<file path="src/rtl/nn_axil_pkg.sv">
// Shared constants for the NN accelerator AXI4-Lite config slave.
// Register offsets, capture FSM states and the AXI OKAY response.
package nn_axil_pkg;

  localparam logic [4:0] REG_WEIGHT = 5'd0;
  localparam logic [4:0] REG_BIAS   = 5'd4;
  localparam logic [4:0] REG_RESULT = 5'd8;
  localparam logic [4:0] REG_LAYER  = 5'd12;
  localparam logic [4:0] REG_NEURON = 5'd16;
  localparam logic [4:0] REG_NOUT   = 5'd20;
  localparam logic [4:0] REG_STATUS = 5'd24;
  localparam logic [4:0] REG_CTRL   = 5'd28;

  typedef enum logic {
    ST_CAPTURE = 1'b0,
    ST_HOLD    = 1'b1
  } cap_state_e;

  localparam logic [1:0] RESP_OKAY = 2'b00;

endpackage

</file>
<file path="src/rtl/nn_out_capture_buf.sv">
// Final-layer neuron output capture buffer with CAPTURE/HOLD FSM.
// Overflow flag is stored only when NN_AXIL_STATUS_REG_EN is defined.
module nn_out_capture_buf
  import nn_axil_pkg::*;
#(
  parameter int DATA_WIDTH = 16,
  parameter int NUM_OUT    = 10,
  parameter int PTR_W      = $clog2(NUM_OUT + 1)
) (
  input  logic                  i_clk,
  input  logic                  i_rst,
  input  logic                  i_wr_valid,
  input  logic [DATA_WIDTH-1:0] i_wr_data,
  input  logic                  i_frame_done,
  input  logic                  i_pop,
  input  logic                  i_clear,
  output logic [DATA_WIDTH-1:0] o_rd_data,
  output logic                  o_hold,
  output logic                  o_overflow,
  output logic [PTR_W-1:0]      o_wr_ptr
);

  localparam logic [PTR_W-1:0] LAST = PTR_W'(NUM_OUT);

  cap_state_e            r_state;
  logic [PTR_W-1:0]      r_wr_ptr;
  logic [PTR_W-1:0]      r_rd_ptr;
  logic [DATA_WIDTH-1:0] r_buf [NUM_OUT];

  logic                  w_we;
  logic [PTR_W-1:0]      w_widx;
  logic [PTR_W-1:0]      w_wp_a;
  logic [PTR_W-1:0]      w_rp_a;
  logic                  w_can_pop;

  // Pointers after the write; the pop then works on these.
  always_comb begin
    w_we   = 1'b0;
    w_widx = r_wr_ptr;
    w_wp_a = r_wr_ptr;
    w_rp_a = r_rd_ptr;
    if (i_wr_valid) begin
      if (r_state == ST_HOLD) begin
        w_we   = 1'b1;
        w_widx = '0;
        w_wp_a = PTR_W'(1);
        w_rp_a = '0;
      end else if (r_wr_ptr < LAST) begin
        w_we   = 1'b1;
        w_wp_a = r_wr_ptr + 1'b1;
      end
    end
  end

  assign w_can_pop = i_pop && (w_rp_a != w_wp_a);

  always_comb begin
    o_rd_data = '0;
    if (w_can_pop) begin
      if (w_we && (w_widx == w_rp_a))
        o_rd_data = i_wr_data;
      else
        o_rd_data = r_buf[w_rp_a];
    end
  end

  always_ff @(posedge i_clk) begin
    if (i_rst) begin
      r_state  <= ST_CAPTURE;
      r_wr_ptr <= '0;
      r_rd_ptr <= '0;
    end else if (i_clear) begin
      r_wr_ptr <= '0;
      r_rd_ptr <= '0;
    end else begin
      r_wr_ptr <= w_wp_a;
      r_rd_ptr <= w_can_pop ? w_rp_a + 1'b1 : w_rp_a;
      if (i_frame_done)
        r_state <= ST_HOLD;
      else if (i_wr_valid)
        r_state <= ST_CAPTURE;
    end
  end

  always_ff @(posedge i_clk) begin
    if (w_we)
      r_buf[w_widx] <= i_wr_data;
  end

`ifdef NN_AXIL_STATUS_REG_EN
  logic r_overflow;

  always_ff @(posedge i_clk) begin
    if (i_rst || i_clear)
      r_overflow <= 1'b0;
    else if (i_wr_valid && (r_state == ST_CAPTURE) && (r_wr_ptr == LAST))
      r_overflow <= 1'b1;
  end

  assign o_overflow = r_overflow;
`else
  assign o_overflow = 1'b0;
`endif

  assign o_hold   = (r_state == ST_HOLD);
  assign o_wr_ptr = r_wr_ptr;

endmodule

</file>
<file path="src/rtl/nn_axil_cfg_slave.sv">
// AXI4-Lite config/readback slave for the NN accelerator core.
// Define NN_AXIL_STATUS_REG_EN for the status (24) and control (28) regs.
module nn_axil_cfg_slave
  import nn_axil_pkg::*;
#(
  parameter int DATA_WIDTH         = 16,
  parameter int NUM_OUT            = 10,
  parameter int C_S_AXI_ADDR_WIDTH = 5
) (
  input  logic                          s_axi_aclk,
  input  logic                          s_axi_areset,
  input  logic [C_S_AXI_ADDR_WIDTH-1:0] s_axi_awaddr,
  input  logic                          s_axi_awvalid,
  output logic                          s_axi_awready,
  input  logic [31:0]                   s_axi_wdata,
  input  logic [3:0]                    s_axi_wstrb,
  input  logic                          s_axi_wvalid,
  output logic                          s_axi_wready,
  output logic [1:0]                    s_axi_bresp,
  output logic                          s_axi_bvalid,
  input  logic                          s_axi_bready,
  input  logic [C_S_AXI_ADDR_WIDTH-1:0] s_axi_araddr,
  input  logic                          s_axi_arvalid,
  output logic                          s_axi_arready,
  output logic [31:0]                   s_axi_rdata,
  output logic [1:0]                    s_axi_rresp,
  output logic                          s_axi_rvalid,
  input  logic                          s_axi_rready,
  output logic                          weight_valid,
  output logic [DATA_WIDTH-1:0]         weight_data,
  output logic                          bias_valid,
  output logic [DATA_WIDTH-1:0]         bias_data,
  output logic [31:0]                   layer_no,
  output logic [31:0]                   neuron_no,
  input  logic                          nn_out_valid,
  input  logic [31:0]                   nn_out_data,
  input  logic                          neuron_out_valid,
  input  logic [DATA_WIDTH-1:0]         neuron_out_data,
  output logic                          intr
);

  localparam int PTR_W = $clog2(NUM_OUT + 1);

  logic                          r_rdy_en;
  logic                          r_aw_lat;
  logic [C_S_AXI_ADDR_WIDTH-1:0] r_awaddr;
  logic                          r_w_lat;
  logic [31:0]                   r_wdata;
  logic                          r_bvalid;
  logic                          r_arready;
  logic                          r_rvalid;
  logic [31:0]                   r_rdata;
  logic                          r_weight_valid;
  logic [DATA_WIDTH-1:0]         r_weight_data;
  logic                          r_bias_valid;
  logic [DATA_WIDTH-1:0]         r_bias_data;
  logic [31:0]                   r_layer;
  logic [31:0]                   r_neuron;
  logic [31:0]                   r_result;
  logic                          r_intr;

  logic                          w_awready;
  logic                          w_wready;
  logic                          w_aw_hs;
  logic                          w_w_hs;
  logic                          w_fire;
  logic                          w_ar_hs;
  logic [4:0]                    w_woff;
  logic [4:0]                    w_roff;
  logic                          w_wr_weight;
  logic                          w_wr_bias;
  logic                          w_wr_layer;
  logic                          w_wr_neuron;
  logic                          w_ctrl_clr;
  logic                          w_rd_result;
  logic                          w_pop;
  logic [DATA_WIDTH-1:0]         w_nout;
  logic                          w_hold;
  logic                          w_overflow;
  logic [PTR_W-1:0]              w_wr_ptr;
  logic [31:0]                   w_status;
  logic [31:0]                   w_rmux;
  logic                          w_unused;

  assign w_awready = r_rdy_en && !r_aw_lat && !r_bvalid;
  assign w_wready  = r_rdy_en && !r_w_lat && !r_bvalid;
  assign w_aw_hs   = s_axi_awvalid && w_awready;
  assign w_w_hs    = s_axi_wvalid && w_wready;
  assign w_fire    = r_aw_lat && r_w_lat;
  assign w_ar_hs   = s_axi_arvalid && r_arready;
  assign w_woff    = 5'(r_awaddr);
  assign w_roff    = 5'(s_axi_araddr);

  assign w_wr_weight = w_fire && (w_woff == REG_WEIGHT);
  assign w_wr_bias   = w_fire && (w_woff == REG_BIAS);
  assign w_wr_layer  = w_fire && (w_woff == REG_LAYER);
  assign w_wr_neuron = w_fire && (w_woff == REG_NEURON);
  assign w_rd_result = w_ar_hs && (w_roff == REG_RESULT);
  assign w_pop       = w_ar_hs && (w_roff == REG_NOUT);

`ifdef NN_AXIL_STATUS_REG_EN
  assign w_ctrl_clr = w_fire && (w_woff == REG_CTRL) && r_wdata[0];
`else
  assign w_ctrl_clr = 1'b0;
`endif

  nn_out_capture_buf #(
    .DATA_WIDTH (DATA_WIDTH),
    .NUM_OUT    (NUM_OUT),
    .PTR_W      (PTR_W)
  ) u_cap (
    .i_clk        (s_axi_aclk),
    .i_rst        (s_axi_areset),
    .i_wr_valid   (neuron_out_valid),
    .i_wr_data    (neuron_out_data),
    .i_frame_done (nn_out_valid),
    .i_pop        (w_pop),
    .i_clear      (w_ctrl_clr),
    .o_rd_data    (w_nout),
    .o_hold       (w_hold),
    .o_overflow   (w_overflow),
    .o_wr_ptr     (w_wr_ptr)
  );

  assign w_status = {20'd0, 4'(w_wr_ptr), 5'd0, w_overflow, w_hold, r_intr};
  assign w_unused = ^{s_axi_wstrb, w_status};

  always_comb begin
    w_rmux = '0;
    unique case (1'b1)
      (w_roff == REG_RESULT): w_rmux = r_result;
      (w_roff == REG_LAYER):  w_rmux = r_layer;
      (w_roff == REG_NEURON): w_rmux = r_neuron;
      (w_roff == REG_NOUT):   w_rmux = 32'(w_nout);
`ifdef NN_AXIL_STATUS_REG_EN
      (w_roff == REG_STATUS): w_rmux = w_status;
`endif
      default:                w_rmux = '0;
    endcase
  end

  always_ff @(posedge s_axi_aclk) begin
    if (s_axi_areset) begin
      r_rdy_en       <= 1'b0;
      r_aw_lat       <= 1'b0;
      r_awaddr       <= '0;
      r_w_lat        <= 1'b0;
      r_wdata        <= '0;
      r_bvalid       <= 1'b0;
      r_arready      <= 1'b0;
      r_rvalid       <= 1'b0;
      r_rdata        <= '0;
      r_weight_valid <= 1'b0;
      r_weight_data  <= '0;
      r_bias_valid   <= 1'b0;
      r_bias_data    <= '0;
      r_layer        <= '0;
      r_neuron       <= '0;
      r_result       <= '0;
      r_intr         <= 1'b0;
    end else begin
      r_rdy_en       <= 1'b1;
      r_weight_valid <= w_wr_weight;
      r_bias_valid   <= w_wr_bias;
      if (w_wr_weight)
        r_weight_data <= r_wdata[DATA_WIDTH-1:0];
      if (w_wr_bias)
        r_bias_data <= r_wdata[DATA_WIDTH-1:0];
      if (w_wr_layer)
        r_layer <= r_wdata;
      if (w_wr_neuron)
        r_neuron <= r_wdata;

      if (w_aw_hs) begin
        r_aw_lat <= 1'b1;
        r_awaddr <= s_axi_awaddr;
      end else if (w_fire) begin
        r_aw_lat <= 1'b0;
      end
      if (w_w_hs) begin
        r_w_lat <= 1'b1;
        r_wdata <= s_axi_wdata;
      end else if (w_fire) begin
        r_w_lat <= 1'b0;
      end

      if (w_fire)
        r_bvalid <= 1'b1;
      else if (s_axi_bready)
        r_bvalid <= 1'b0;

      r_arready <= s_axi_arvalid && !r_arready && !r_rvalid;
      if (w_ar_hs) begin
        r_rvalid <= 1'b1;
        r_rdata  <= w_rmux;
      end else if (s_axi_rready) begin
        r_rvalid <= 1'b0;
      end

      // A new result beats a same-cycle clear from read or control.
      if (nn_out_valid) begin
        r_result <= nn_out_data;
        r_intr   <= 1'b1;
      end else if (w_rd_result || w_ctrl_clr) begin
        r_intr <= 1'b0;
      end
    end
  end

  assign s_axi_awready = w_awready;
  assign s_axi_wready  = w_wready;
  assign s_axi_bresp   = RESP_OKAY;
  assign s_axi_bvalid  = r_bvalid;
  assign s_axi_arready = r_arready;
  assign s_axi_rdata   = r_rdata;
  assign s_axi_rresp   = RESP_OKAY;
  assign s_axi_rvalid  = r_rvalid;
  assign weight_valid  = r_weight_valid;
  assign weight_data   = r_weight_data;
  assign bias_valid    = r_bias_valid;
  assign bias_data     = r_bias_data;
  assign layer_no      = r_layer;
  assign neuron_no     = r_neuron;
  assign intr          = r_intr;

endmodule

</file>
<file path="config.mk">
export PLATFORM = sky130hd
export DESIGN_NAME = nn_axil_cfg_slave
export DESIGN_NICKNAME = d
export VERILOG_FILES = /design/src/rtl/nn_axil_pkg.sv /design/src/rtl/nn_out_capture_buf.sv /design/src/rtl/nn_axil_cfg_slave.sv
export SDC_FILE = /design/constraint.sdc
export NUM_CORES = 1
export LEC_CHECK = 0
export CORE_ASPECT_RATIO = 0.8
export CORE_MARGIN = 2
export CORE_UTILIZATION = 39
export CTS_CLUSTER_DIAMETER = 100
export DETAILED_ROUTE_END_ITERATION = 10
export PLACE_DENSITY_LB_ADDON = 0.05
export SETUP_SLACK_MARGIN = 0.05
export SYNTH_ARGS = -nofsm -noshare
export SYNTH_HDL_FRONTEND = slang
export SYNTH_SLANG_ARGS = --single-unit
</file>
<file path="constraint.sdc">
create_clock -name s_axi_aclk -period 3.9 [get_ports s_axi_aclk]
set_clock_uncertainty 0.2 [all_clocks]
set_input_delay 0.975 -clock s_axi_aclk [delete_from_list [all_inputs] [get_ports s_axi_aclk]]
set_output_delay 0.975 -clock s_axi_aclk [all_outputs]
set_load 0.05 [all_outputs]
</file>
### Yosys cells after proc, flatten, opt, wreduce, memory -nomap -nowiden

Memories as Yosys holds them, arrays and structs flattened.
Cells that the tools add are included.

* output and inout port bits: 140
* register bits after elaboration: 215
* input port bits: 103
* word-level logic and storage cells: 91
* bits in writable memories: 160
* memories: 1

Memories
* u_cap.r_buf: words 10, bits a word 16, rd ports 1, clocked after Yosys merged registers in 0, write ports 1, line nn_out_capture_buf.sv:28 `logic [DATA_WIDTH-1:0] r_buf [NUM_OUT];`

* add/sub/neg operators: 2
* reductions and logical operators: 30
* magnitude comparators: 1
* muxes and demuxes: 28
* equal/unequal tests: 9

Operators by type and width (number)
* case mux 32 bit (4 select lines): 1
* two-way mux 16 bit: 2
* two-way mux 4 bit: 8
* logical AND 1 bit: 18
* two-way mux 1 bit: 17
* equality test 5 x 4 -> 1 bit (second input constant): 3
* equality test 5 bit (second input constant): 3
* nonzero test 2 bit: 6
* adder 4 x 1 -> 4 bit (second input constant): 2
* equality test 5 x 3 -> 1 bit (second input constant): 1
* zero test 1 bit: 5
* zero test 5 bit: 1
* equality test 4 bit: 1
* < comparator 4 bit (second input constant): 1
* != test 4 bit: 1

### Depth between registers and ports, before layout

Gate-level depths: netlist (run 1).

* depth after elaboration: 8
* depth in mapped cells: 9
* gate-level depth less buffers: 7

### Modules after synthesis

Synthesis (run 1) repeated with hierarchy kept, for this count alone.

* cells, all modules: 1433
* area total of the unflattened synthesis: 15680.0 µm²

By module, submodules not included
* nn_axil_cfg_slave: instances 1, sequential area each 4124.0 µm², cells each 838, area each 8254.2 µm²
* nn_out_capture_buf: instances 1, sequential area each 4984.8 µm², cells each 595, area each 7425.9 µm²

### Worst setup path after synthesis (run 1)

Ideal clock, no wire load.

* kind: input-to-reg
* start point: in neuron_out_valid
* end point: mem u_cap.r_buf[8][0] (enable)
* setup time: 0.430 ns
* required time: 3.270 ns
* data arrival time: 2.703 ns
* path buffers: 0
* slack: 0.566 ns
* stages: 2
* path through: nand2b_1 nor4_1

* longest elaborated chain between the ends: 3
* elaborated cells on any way between the ends: 4
* those cells by class: mux: 4

Ends and longest elaborated chain
* from (decl): line nn_axil_cfg_slave.sv:37 `input logic neuron_out_valid,`
* two-way mux 1 bit: line nn_out_capture_buf.sv:42 `if (i_wr_valid) begin`
* two-way mux 1 bit: line nn_out_capture_buf.sv:86 `if (w_we)`
* two-way mux 1 bit (implied by the code): line nn_out_capture_buf.sv:87 `r_buf[w_widx] <= i_wr_data;`
* to (decl): line nn_out_capture_buf.sv:28

Parallel ways exist; a longest one is shown, timed or not.

### Worst setup path in the final report (run 1)

* start point: reg r_bvalid, in the netlist s_axi_bvalid
* end point: out s_axi_wready

* longest elaborated chain between the ends: 2

Ends and longest elaborated chain
* from (decl): line nn_axil_cfg_slave.sv:49 `logic r_bvalid;`
* from (signal assigned): line nn_axil_cfg_slave.sv:149 `r_bvalid <= 1'b0;`
* from (signal assigned): line nn_axil_cfg_slave.sv:188 `r_bvalid <= 1'b1;`
* from (signal assigned): line nn_axil_cfg_slave.sv:190 `r_bvalid <= 1'b0;`
* zero test 1 bit: line nn_axil_cfg_slave.sv:86 `assign w_wready = r_rdy_en && !r_w_lat && !r_bvalid;`
* logical AND 1 bit: line nn_axil_cfg_slave.sv:86
* to (decl): line nn_axil_cfg_slave.sv:18 `output logic s_axi_wready,`

No other way between the ends.

==> flow_metrics.env, run 1 <==
export IMPL_status="finished, final reports clean"
export IMPL_ir_drop_mv=0.283
export IMPL_holdCritStartpoint="weight_data[13]$_SDFFE_PP0P_"
export IMPL_worst_pin_slew_ps=1080
export IMPL_fin_hold_ws_ps=257
export IMPL_grt_max_degree=116
export IMPL_nFillCells=3495
export IMPL_synthTopCellsByArea="edfxtp_1 32%, dfxtp_1 28%, a21oi_1 8.0%, nand2_1 7.0%, mux2i_1 6.6%"
export IMPL_die_w_um=225
export IMPL_cap_violations=0
export IMPL_initial_core_util_pct=39.7
export IMPL_wl_per_cell_um=21.0
export IMPL_synth_most_common_cell="nand2_1"
export IMPL_power_mw=8.62
export IMPL_worstPathArrival_ps=2020
export IMPL_fmax_ghz=0.313
export IMPL_cp_start_kind="flip-flop"
export IMPL_placed_area_um2=18200
export IMPL_required_ps=2720
export IMPL_final_util_pct=51.1
export IMPL_netlist_area_leader_share_pct=31.6
export IMPL_cts_inserted_buffers=39
export IMPL_path_class="reg2out"
export IMPL_yosysSeqAreaShare_pct=59.8
export IMPL_r2r_cells=6
export IMPL_post_cts_setup_buffers=0
export IMPL_avgSynthCellArea_um2=10.2
export IMPL_syn_to_final_growth_pct=28.7
export IMPL_drc=0
export IMPL_power_leakage_nw=6.47
export IMPL_tns_ps=0
export IMPL_hpwlAfterDp_um=31100
export IMPL_dr_pass1_iters=5
export IMPL_final_layout_size_suffix_gt1_share_pct=8.42
export IMPL_die_height_um=181
export IMPL_grt_pass1_vias=11400
export IMPL_min_path_cells=2
export IMPL_worst_r2r_endpoint="s_axi_rdata[7]$_SDFFE_PP0P_"
export IMPL_timing_rr_start="u_cap.o_hold$_SDFFE_PP0P_"
export IMPL_num_rows=64
export IMPL_synth_seq_cells=375
export IMPL_period_needed_ps=3190
export IMPL_critical_path_max_fanout=3
export IMPL_holdBufCountCts=0
export IMPL_die_area_um2=40700
export IMPL_synth_largest_area_cell="edfxtp_1"
export IMPL_vias_per_cell=5.38
export IMPL_rsz0062_at_grt="no"
export IMPL_max_slew_margin_pct=27.9
export IMPL_io_pin_count=243
export IMPL_fin_nets=1808
export IMPL_drv_slew=0
export IMPL_htree_levels=2
export IMPL_first_iter_violations=931
export IMPL_yosys_cell_types_count=57
export IMPL_syn_area_um2=15200
export IMPL_hold_end="weight_data[13]$_SDFFE_PP0P_"
export IMPL_clkSinkCount=375
export IMPL_yosys_warnings=0
export IMPL_portBuffers=234
export IMPL_synth_edf_count=160
export IMPL_finalWirelength_um=46800
export IMPL_gr_total_overflow=0
export IMPL_ctsRootBufferMaster="clkbuf_16"
export IMPL_post_cts_resize_count=0
export IMPL_vias=12000
export IMPL_r2r_slack_ps=960
export IMPL_cts_tree="done"
export IMPL_endpoint_kind="primary output"
export IMPL_cts_path_max_buffers=3
export IMPL_ys_flop_type="dfxtp_1"
export IMPL_gr_usage_all_layers_pct=22.6
export IMPL_hold_viol_final=0
export IMPL_synth_commonest_cells="285 x nand2_1, 244 x a21oi_1, 215 x dfxtp_1"
export IMPL_synth_cells=1491
export IMPL_antenna_found_initial=6
export IMPL_ant_nets=0
export IMPL_hp_class="reg2reg"
export IMPL_fin_crit_sh_pct=81.8
export IMPL_worstSkewPairLatency_ps=540
export IMPL_gp_congestion=0.780
export IMPL_setup_viol=0
export IMPL_power_density_nw_per_um2=440
export IMPL_fin_area_um2=19600
export IMPL_core_area_um2=38400
export IMPL_path_clk_slew_ps=60
export IMPL_grt_pass1_wl_um=70400
export IMPL_ys_async_sr_fraction_pct=0
==> registers in the layout (all words and copies together) (netlist names), 4 cells and up <==
register        flops
bias_data          16
layer_no           32
neuron_no          32
r_awaddr            5
r_result           32
r_wdata            32
s_axi_rdata        32
u_cap.o_wr_ptr      4
u_cap.r_buf       160
u_cap.r_rd_ptr      4
weight_data        16
==> kinds of logic after synthesis <==
family / Yosys count / synth area share [%]
AO/OA/AOI/OAI: 377 / 15.4
AND/OR/NAND/NOR: 501 / 13.8
other: 1 / 0.0246
flip-flops: 375 / 59.8
adder cells (fa/ha/maj): 2 / 0.164
XOR/XNOR: 6 / 0.345
multiplexers: 102 / 6.79
buffers and inverters: 127 / 3.66
==> critical path, cell delays in order (launching register included) <==
cell and delay (ps):
dfxtp_1 320, nand2b_1 160, nor2_1 160, clkdlybuf4s50_1 830
==> placed cells by master, fill, tap and decap left out, drive strengths merged, types with 6 or more instances in the layout <==
master	instances
a211o	17
a21oi	244
a221oi	16
a222oi	16
a22oi	16
a311o	15
and2	24
and3	20
buf	59
clkbuf	50
clkdlybuf4s50	232
clkinv	15
dfxtp	215
edfxtp	160
mux2i	100
nand2	285
nand2b	12
nand3	6
nor2	132
o21ai	34
==> area by class of cell <==
type                       count  area (um^2)  area share, %
multi-input combinational    992         5610           28.6
antenna                        4         10.0         0.0511
clock buffer                  50         1110           5.66
inverter                       4         15.0         0.0766
tap                          495          619           3.16
timing repair buffer         291         2880           14.7
clock inverter                22          243           1.24
sequential                   375         9110           46.5
==> power by group <==
| group | internal [mW] | total [mW] | switching [mW] | leakage [nW] |
|---|---|---|---|---|
| logic | 0.211 | 0.493 | 0.282 | 2.61 |
| clock network | 2.34 | 3.91 | 1.57 | 0.665 |
| registers | 4.16 | 4.21 | 0.0532 | 3.19 |
| total | 6.71 | 8.62 | 1.90 | 6.47 |
==> worst max path at each step <==
stage,startpoint,endpoint,depth (start not counted)
detailed placement,neuron_out_valid,s_axi_rdata[7]$_SDFFE_PP0P_,8
CTS,s_axi_bvalid$_SDFFE_PP0P_,s_axi_wready,3
finish,s_axi_bvalid$_SDFFE_PP0P_,s_axi_wready,3
global placement,neuron_out_valid,s_axi_rdata[4]$_SDFFE_PP0P_,8
global route,neuron_out_valid,s_axi_rdata[7]$_SDFFE_PP0P_,8
floorplan,neuron_out_valid,u_cap.r_buf[8][0]$_DFFE_PP_,2
==> metrics by stage <==
step	instances	worst slack, ps
6_report	2233	710
5_1_grt	2232	615
4_1_cts	2229	681
3_5_place_dp	2157	198
3_3_place_gp	2157	211
2_1_floorplan	1494	566
==> metal layers <==
layer	vias up	GRT usage [%]	wire, um
li1	5721	-	-
met1	5852	31.7	21400
met2	372	35.9	21400
met3	67	4.28	2900
met4	4	6.04	1020
met5	-	0	23
Note: power is estimated with default switching activity, not from simulation.
==> inputs of run 2 (changes only) <==
clock period = 3.3 ns   (was 3.9 ns; I/O delays follow)
==> run 2 against run 1 <==
Die area unchanged. Utilization increased by 0.70 points. Global-route usage increased by 0.20 points. Sequential power increased by 18%. Sequential cell count unchanged. Largest power group unchanged. Hold slack got worse by 2.7 ps. Cell area increased by 1.4%. Count of clock-buffer cells in the layout increased by 7. Combinational power increased by 21%. Non-clock buffer count increased by 28.
==> flow_metrics.env, run 2 (synthesized netlist as in run 1, its figures left out) <==
export IMPL_status="finished, final reports clean"
export IMPL_first_iter_violations=960
export IMPL_grt_pass1_wl_um=71300
export IMPL_path_class="reg2out"
export IMPL_final_layout_size_suffix_gt1_share_pct=9.82
export IMPL_holdCritStartpoint="weight_data[10]$_SDFFE_PP0P_"
export IMPL_p_comb_share_pct=5.8
export IMPL_vias_per_cell=5.34
export IMPL_gr_total_overflow=0
export IMPL_largest_reg_flops=160
export IMPL_p_seq_share_pct=48.8
export IMPL_syn_to_final_growth_pct=30.5
export IMPL_core_area_um2=38400
export IMPL_fmax_ghz=0.329
export IMPL_post_cts_setup_buffers=0
export IMPL_cts_path_max_buffers=3
export IMPL_cp_startpoint="s_axi_bvalid$_SDFFE_PP0P_"
export IMPL_io_pin_count=243
export IMPL_path_clk_slew_ps=60
export IMPL_nFillCells=3476
export IMPL_dr_pass1_iters=6
export IMPL_setup_viol=0
export IMPL_ir_drop_mv=0.277
export IMPL_hpwlAfterDp_um=32300
export IMPL_fin_nets=1837
export IMPL_max_stage_delay_ps=830
export IMPL_antenna_found_initial=6
export IMPL_grt_pass1_vias=11800
export IMPL_worst_r2r_endpoint="s_axi_rdata[4]$_SDFFE_PP0P_"
export IMPL_drc=0
export IMPL_ant_nets=0
export IMPL_p_int_mw=7.97
export IMPL_hold_end="weight_data[10]$_SDFFE_PP0P_"
export IMPL_fin_hold_ws_ps=254
export IMPL_cp_start_kind="flip-flop"
export IMPL_cp_top_family="buffers and inverters"
export IMPL_path_cells="nand2b_1, nor2_1, clkdlybuf4s50_1"
export IMPL_clkSinkCount=375
export IMPL_holdBufCountCts=0
export IMPL_gr_usage_all_layers_pct=22.8
export IMPL_dp_cells=2185
export IMPL_min_path_cells=2
export IMPL_final_cells=2261
export IMPL_vias=12100
export IMPL_portBuffers=234
export IMPL_max_slew_margin_pct=34.7
export IMPL_drv_slew=0
export IMPL_worstPathArrival_ps=2020
export IMPL_r2r_cells=7
export IMPL_cts_inserted_buffers=40
export IMPL_gp_congestion=0.786
export IMPL_power_leakage_nw=6.63
export IMPL_final_util_pct=51.8
export IMPL_cap_violations=0
export IMPL_die_height_um=181
export IMPL_num_rows=64
export IMPL_wl_per_cell_um=20.6
export IMPL_p_clk_share_pct=45.3
export IMPL_required_ps=2270
export IMPL_critical_path_slowest_cell="clkdlybuf4s50_1"
export IMPL_die_w_um=225
export IMPL_post_cts_resize_count=0
export IMPL_tns_ps=0
export IMPL_period_needed_ps=3040
export IMPL_grt_max_degree=116
export IMPL_layout_common_cells="285 x nand2_1, 243 x a21oi_1, 232 x clkdlybuf4s50_1"
export IMPL_htree_levels=2
export IMPL_r2r_slack_ps=350
export IMPL_fin_crit_sh_pct=92.1
export IMPL_die_area_um2=40700
export IMPL_rsz0062_at_grt="no"
export IMPL_hold_viol_final=0
export IMPL_timing_rr_start="u_cap.o_hold$_SDFFE_PP0P_"
export IMPL_endpoint_kind="primary output"
export IMPL_worst_pin_slew_ps=979
export IMPL_hp_class="reg2reg"
export IMPL_ctsRootBufferMaster="clkbuf_16"
export IMPL_cts_tree="done"
export IMPL_initial_core_util_pct=39.7
export IMPL_worstSkewPairLatency_ps=540
export IMPL_power_density_nw_per_um2=513
export IMPL_largest_register="u_cap.r_buf"
export IMPL_critPathBufInv=1
export IMPL_finalWirelength_um=46600
export IMPL_p_sw_share_pct=21.8
export IMPL_layout_cells_most_common="nand2_1"
export IMPL_critical_path_max_fanout=3
export IMPL_p_sw_mw=2.22
[run 2: changes by cell type in the layout (fill, tap and decap cells not counted), sizes merged]
cell | previous run | this run
buf | 59 | 87
bufinv | 5 | 4
clkbuf | 50 | 57
clkinv | 15 | 11
inv | 5 | 4
clkinvlp | 1 | 0
[run 2: final cells by class]
cell class / count / area, um^2 / share of cell area (%)
diodes: 4 / 10.0 / 0.0504
clock buffers: 57 / 1180 / 5.93
clock inverters: 15 / 181 / 0.913
inverters: 4 / 15.0 / 0.0756
multi-input cells: 992 / 5610 / 28.2
flip-flops and latches: 375 / 9110 / 45.9
well taps: 495 / 619 / 3.12
repair buffers: 319 / 3140 / 15.8
[run 2: worst reg2reg max path, cell delays in order (launching register included)]
cell and delay (ps):
dfxtp_1 960, buf_4 340, a21oi_1 90, a21oi_1 130, o21ai_0 140, a311o_1 350, a211o_1 370, a221oi_1 290
[run 2: worst max path at each step]
stage                                         endpoint  depth (start not counted)
after CTS                                 s_axi_wready                          3
after detailed placement  s_axi_rdata[15]$_SDFFE_PP0P_                          9
after global placement    s_axi_rdata[15]$_SDFFE_PP0P_                          9
final                                     s_axi_wready                          3
after global routing       s_axi_rdata[1]$_SDFFE_PP0P_                          7
after floorplan            u_cap.r_buf[8][0]$_DFFE_PP_                          2
[run 2: through the flow]
step           total power, mW  instance area [um^2]  setup slack, ps
6_report                  10.2                 19900              260
5_1_grt                   10.6                 19900              142
2_1_floorplan             5.37                 15200              116
3_3_place_gp              5.67                 18500             -207
4_1_cts                   10.3                 19900              228
3_5_place_dp              5.67                 18500             -227
[run 2: metal layers]
metal  global-route usage [%]  vias to the layer above  routed length, um
met1                     32.5                     5883              21600
li1                         -                     5777                  -
met5                        0                        -                 37
met3                     4.15                       72               2710
met4                     6.15                        6               1020
met2                     35.8                      329              21300
[run 2: power groups by stage]
stage	clock, mW	combinational (mW)	sequential, mW
6_report	4.62	0.595	4.98
5_1_grt	4.91	0.649	4.99
4_1_cts	4.73	0.598	4.98
3_5_place_dp	0	0.596	5.08
3_3_place_gp	0	0.590	5.08
2_1_floorplan	0	0.303	5.07
